## src/rtl/lut_mult_seq_ctrl_if.sv

```systemverilog
// lut_mult_seq_ctrl_if: operand/product valid-ready bundle between a requester and the iterative multiplier.
interface lut_mult_seq_ctrl_if #(parameter int WIDTH = 32);
  logic               in_valid;
  logic               in_ready;
  logic [WIDTH-1:0]   a;
  logic [WIDTH-1:0]   b;
  logic               abort;
  logic               out_valid;
  logic               out_ready;
  logic [2*WIDTH-1:0] p;
  logic               busy;
  modport master (output in_valid, a, b, abort, out_ready, input in_ready, out_valid, p, busy);
  modport slave  (input in_valid, a, b, abort, out_ready, output in_ready, out_valid, p, busy);
endinterface

```

## src/rtl/lut_mult_seq_ctrl.sv

```systemverilog
// lut_mult_seq_ctrl: iterative WIDTHxWIDTH multiplier reusing one 2-bit LUT multiplier, one digit per cycle.
// Define LUT_MULT_EARLY_TERM_EN to finish as soon as the remaining multiplier digits are all zero.
module lut_multiplier_2b #(parameter int N = 32) (
  input  logic         reset,
  input  logic [N-1:0] A,
  input  logic [1:0]   B,
  output logic [N+1:0] pp
);
  logic [N+1:0] w_a1;
  assign w_a1 = {2'b00, A};
  assign pp = reset ? '0 :
              B == 2'd0 ? '0 :
              B == 2'd1 ? w_a1 :
              B == 2'd2 ? (w_a1 << 1) : (w_a1 + (w_a1 << 1));
endmodule

module lut_mult_seq_ctrl #(parameter int WIDTH = 32) (
  input logic clk,
  input logic reset,
  lut_mult_seq_ctrl_if.slave bus
);
  localparam int IDX_W = $clog2(WIDTH / 2);
  localparam logic [IDX_W-1:0] LAST = IDX_W'(WIDTH / 2 - 1);
  typedef enum logic [1:0] {IDLE, RUN, DONE} state_t;
  state_t               r_state;
  logic [2*WIDTH-1:0]   r_acc;
  logic [WIDTH-1:0]     r_a_q;
  logic [WIDTH-1:0]     r_b_q;
  logic [IDX_W-1:0]     r_idx;
  logic                 r_in_ready;
  logic                 r_out_valid;
  logic                 r_busy;
  logic [2*WIDTH-1:0]   r_p;
  logic [WIDTH+1:0]     w_pp;
  logic [2*WIDTH-1:0]   w_sum;
  logic                 w_last;
  logic                 w_lut_rst;
  assign w_lut_rst = ~reset;
  lut_multiplier_2b #(.N(WIDTH)) u_lut (
    .reset (w_lut_rst),
    .A     (r_a_q),
    .B     (r_b_q[1:0]),
    .pp    (w_pp)
  );
  assign w_sum = r_acc + ({{(WIDTH-2){1'b0}}, w_pp} << {r_idx, 1'b0});
`ifdef LUT_MULT_EARLY_TERM_EN
  assign w_last = (r_idx == LAST) || (r_b_q[WIDTH-1:2] == '0);
`else
  assign w_last = r_idx == LAST;
`endif
  assign bus.in_ready  = r_in_ready;
  assign bus.out_valid = r_out_valid;
  assign bus.busy      = r_busy;
  assign bus.p         = r_p;
  always_ff @(posedge clk or negedge reset) begin
    if (!reset) begin
      r_state     <= IDLE;
      r_acc       <= '0;
      r_a_q       <= '0;
      r_b_q       <= '0;
      r_idx       <= '0;
      r_in_ready  <= 1'b1;
      r_out_valid <= 1'b0;
      r_busy      <= 1'b0;
      r_p         <= '0;
    end else begin
      case (r_state)
        IDLE: if (bus.in_valid) begin
          r_a_q      <= bus.a;
          r_b_q      <= bus.b;
          r_acc      <= '0;
          r_idx      <= '0;
          r_state    <= RUN;
          r_in_ready <= 1'b0;
          r_busy     <= 1'b1;
        end
        RUN: if (bus.abort) begin
          r_state    <= IDLE;
          r_in_ready <= 1'b1;
          r_busy     <= 1'b0;
        end else begin
          r_acc <= w_sum;
          r_b_q <= r_b_q >> 2;
          r_idx <= r_idx + 1'b1;
          if (w_last) begin
            r_state     <= DONE;
            r_out_valid <= 1'b1;
            r_p         <= w_sum;
          end
        end
        DONE: if (bus.out_ready) begin
          r_state     <= IDLE;
          r_out_valid <= 1'b0;
          r_busy      <= 1'b0;
          r_in_ready  <= 1'b1;
        end
        default: r_state <= IDLE;
      endcase
    end
  end
endmodule

```

## src/flat_wrapper.sv

```systemverilog
// flat-port wrapper written by rule: the top's interface ports become plain ports
module lut_mult_seq_ctrl_flat 
#(parameter int WIDTH = 32)
  (clk, reset, bus_in_valid, bus_a, bus_b, bus_abort, bus_out_ready, bus_in_ready, bus_out_valid, bus_p, bus_busy);
  lut_mult_seq_ctrl_if #(.WIDTH(WIDTH)) bus_i ();
  input logic clk;
  input logic reset;
  input wire logic [$bits(bus_i.in_valid)-1:0] bus_in_valid;
  input wire logic [$bits(bus_i.a)-1:0] bus_a;
  input wire logic [$bits(bus_i.b)-1:0] bus_b;
  input wire logic [$bits(bus_i.abort)-1:0] bus_abort;
  input wire logic [$bits(bus_i.out_ready)-1:0] bus_out_ready;
  output wire logic [$bits(bus_i.in_ready)-1:0] bus_in_ready;
  output wire logic [$bits(bus_i.out_valid)-1:0] bus_out_valid;
  output wire logic [$bits(bus_i.p)-1:0] bus_p;
  output wire logic [$bits(bus_i.busy)-1:0] bus_busy;
  assign bus_i.in_valid = bus_in_valid;
  assign bus_i.a = bus_a;
  assign bus_i.b = bus_b;
  assign bus_i.abort = bus_abort;
  assign bus_i.out_ready = bus_out_ready;
  assign bus_in_ready = bus_i.in_ready;
  assign bus_out_valid = bus_i.out_valid;
  assign bus_p = bus_i.p;
  assign bus_busy = bus_i.busy;
  lut_mult_seq_ctrl #(.WIDTH(WIDTH)) u_core (.clk(clk), .reset(reset), .bus(bus_i));
endmodule
```

## config.mk

```make
export PLATFORM = sky130hd
export DESIGN_NAME = lut_mult_seq_ctrl_flat
export DESIGN_NICKNAME = d
export VERILOG_FILES = /design/src/rtl/lut_mult_seq_ctrl_if.sv /design/src/rtl/lut_mult_seq_ctrl.sv /design/src/flat_wrapper.sv
export SDC_FILE = /design/constraint.sdc
export NUM_CORES = 1
export LEC_CHECK = 0
export ABC_CLOCK_PERIOD_IN_PS = 8990
export CORE_ASPECT_RATIO = 1.2
export CORE_MARGIN = 2
export CORE_UTILIZATION = 40
export CTS_CLUSTER_SIZE = 24
export DETAILED_ROUTE_END_ITERATION = 10
export PLACE_DENSITY = 0.65
export RECOVER_POWER = 25
export REMOVE_ABC_BUFFERS = 1
export SLEW_MARGIN = 5
export SYNTH_ARGS = -nofsm -noshare
export SYNTH_HDL_FRONTEND = slang
export SYNTH_SLANG_ARGS = --single-unit
```

## constraint.sdc

```tcl
create_clock -name clk -period 8.99 [get_ports clk]
set_clock_uncertainty 0.05 [all_clocks]
set_input_delay 0.899 -clock clk [delete_from_list [all_inputs] [get_ports clk]]
set_output_delay 0.899 -clock clk [all_outputs]
set_load 0.02 [all_outputs]
```

==> results by group <==
Power
  – Leak: roughly 8.7 nW
  – Pwr Density: 375 nW/um^2
  – Max IR drop VDD: ~0.00019 V

Setup path
  – Reg2reg end: u_core.r_acc[60]
  – CP Depth: 21
  – Cell breakdown of the critical path: ha_1 > a21oi_1 > o21a_1 > o221ai_1 > a221oi_1 > and3b_1 > o21ai_1 > a31oi_1 > nor2_1 > a211oi_1 > mux2i_1 > ha_1 > nand4_1 > nor3_1 > nand3_1 > nor3_1 > or2_2 > a211oi_1 > o31ai_2 > o211ai_1 > a211o_1
  – Worst EP required: ~9400 ps
  – R2r setup slk: approximately 1700 ps
  – Worst-case reg-to-reg path depth: 21
  – Crit-path leading delay family: compound AO/OA/AOI/OAI gates
  – Worst setup EP type: flop
  – CP Max Fanout: 9
  – Startpoint Class: flop
  – CP peak stage delay: approximately 610 ps
  – Crit Path Class: flop to flop
  – Crit path from: u_core.r_a_q[16]
  – Worst EP arrival: roughly 7700 ps
  – CP bufs+invs: 0
  – Slowest-stage cell, CP: a211oi_1
  – Worst R2R Start: u_core.r_a_q[16]

Placement
  – Gp weighted congestion: 0.930
  – DP HPWL: a little over 40 mm
  – Number of port buffers: about 140
  – Placed cell count: 2559

Route
  – WL per Instance: ~21 um
  – DR DRC count: 0
  – DR vias: approximately 16000
  – Drt pass-1 iters: 5
  – Vias per std cell: between 6 and 7
  – Final WL: about 54 mm
  – Initial DRC count: between 1000 and 1500
  – Post-DRT Antenna Nets: 0

Outcome
  – Outcome: finished, violations left
  – Failing checks: max-capacitance violations, max-slew violations

STA
  – Min Hold Slack: ~350 ps
  – RSZ-0062 raised after global routing: no
  – Final hold violation count: 0
  – Setup Viol. Count Final: 0
  – Post-route minimum period: 7280 ps
  – Max Freq: 137 MHz
  – Final Max Slew Viols: 44
  – Setup TNS: 0 ps
  – Least-Margin Pin Slew: 2350 ps
  – Period utilisation layout: between 80% and 90%
  – Slew HR: -56.9%

Yosys
  – Yosys reg bits: about 200
  – Mapped Avg Cell Area: between 8 and 9 um^2
  – Synth warnings: 0
  – Gate Count Post-Synth: between 1500 and 2000
  – EDFF count, synth: 0
  – Post-synth cell types: a little under 100
  – Primary FF master, synth: dfrtp_1
  – Mapped cell area: 16800 um^2
  – Post-synth ARST share: 100%
  – Sequential fraction of the synthesis area: between 20 and 30%

GRT
  – Gr usage total: approximately a quarter
  – Maximum number of pins on one net before global-route repair: ~120
  – Vias in the first global route: around 16000
  – Global-route wire length before repair: about 86 mm
  – GR Overflow Total: 0
  – Initial antenna violation count: 0

Cells and area
  – Core Util, Final: between 40% and 50%
  – Most frequent cells in the layout: nand2_1 (307), dfrtp_1 (200), a21oi_1 (135)
  – Layout cell share with drive strength beyond 1: 8.85%
  – Final net count: 2210
  – Commonest non-fill, non-tap cell in the layout: nand2_1
  – Fin cells: approximately 2600
  – Area grow syn2layout: 14.3%
  – Antenna cells: 0

Floorplan
  – Core area: about 42000 um^2
  – Initial Util: between 40% and 50%
  – Die Area: between 40000 and 50000 um^2
  – Floorplan row count: a little over 80
  – Die Width: 191 um
  – Die Y: 229 um
  – IO Count: approximately 140

Clocking
  – # hold bufs at CTS: 0
  – Htree depth: 1
  – Postcts setup bufs: 0
  – Clk Latency, worst-skew pair: around 560 ps
  – Number of buffers created by CTS: 24
  – Clock slew at reported path FFs: about 60 ps
  – Sink Count: ~200
  – CTS tree: yes
  – Clock Tree Buf Depth: 3
  – Post-CTS sizing: 0
  – CTS root buffer: clkbuf_16

Worst hold path
  – Hold Path Class: primary input to asynchronous set/reset pin

Job
  – Max cap viols: 1
-- area by class of cell --
cell class	count	area, um^2
fillers	4118	22400
multi-input cells	1612	11000
flip-flops and latches	201	5030
repair buffers	151	1470
well taps	546	683
clock buffers	32	661
clock inverters	11	221
inverters	49	184
-- stage by stage --
step                      area [um^2]  power (W)  setup slack, ps
after floorplan                 16200    0.00471             1010
after global placement          18400    0.00598             1920
after detailed placement        18400    0.00602             1900
after CTS                       19200    0.00716             1860
after global routing            19200    0.00773             1350
final                           19200    0.00722             1710
-- cell usage after synthesis (9+ instances only) --
cell type,instances,area [um^2]
o21bai_1,27,203
nand2_1,307,1150
nor2b_1,10,62.6
ha_1,100,1250
dfrtp_1,200,5000
and3_1,19,119
nand3_1,43,215
or3_1,20,125
o22ai_1,17,106
nand2b_1,14,87.6
nor2_1,124,465
mux2_2,62,698
clkbuf_1,90,338
a21oi_1,135,676
buf_1,10,37.5
a21o_1,57,428
inv_1,48,180
a22oi_1,15,113
xnor2_1,42,368
o21ai_0,106,531
xor2_1,23,201
nor3_1,31,155
o21a_1,18,135
a221oi_1,11,96.3
o2bb2ai_1,10,87.6
a22o_1,76,666
nand4_1,41,257
a221o_1,9,90.1
and2_1,16,100
a31oi_1,20,125
a211oi_1,24,180
o211ai_1,14,105
buf_2,14,70.1
mux2i_1,54,541
-- flip-flops by register name (all words and copies together), names as in the netlist --
signal                flops
u_core.bus.p             64
u_core.r_acc             64
u_core.r_a_q             32
u_core.r_b_q             32
u_core.r_idx              4
u_core.r_state            2
u_core.bus.busy           1
u_core.bus.in_ready       1
u_core.bus.out_valid      1
-- cell families (layout without fill, tap and decap cells) --
group                      after synthesis  count (layout)  synth area share, %
buffers and inverters                  182             243                 4.99
adders and majority gates              102             102                 7.67
AOI/OAI and AO/OA                      655             655                 27.9
muxes                                  119             119                 7.76
xor gates and xnor gates                65              65                 3.38
DFF                                    201             201                 29.9
and+or+nand+nor                        671             671                 18.4
-- worst max-delay path by stage --
stage	end
after CTS	u_core.r_acc[60]
final	u_core.r_acc[60]
after global placement	u_core.r_acc[60]
after floorplan	u_core.r_acc[61]
after detailed placement	u_core.r_acc[60]
after global routing	u_core.bus.p[63]
-- report_power, final --
part	internal [W]	switching, W	total [W]
logic	0.00171	0.00298	0.00469
registers	0.00114	0.000268	0.00141
clock network	0.000688	0.000422	0.00111
-- layer usage --
metal	global-route usage, %	share of wire [%]	up-vias
met4	8.10	3.3	0
met1	32.1	44	7709
met2	41.5	48	485
met3	2.79	4.7	109
met5	0	0	-
li1	-	-	7490
Power figures use the tool's default switching activity.
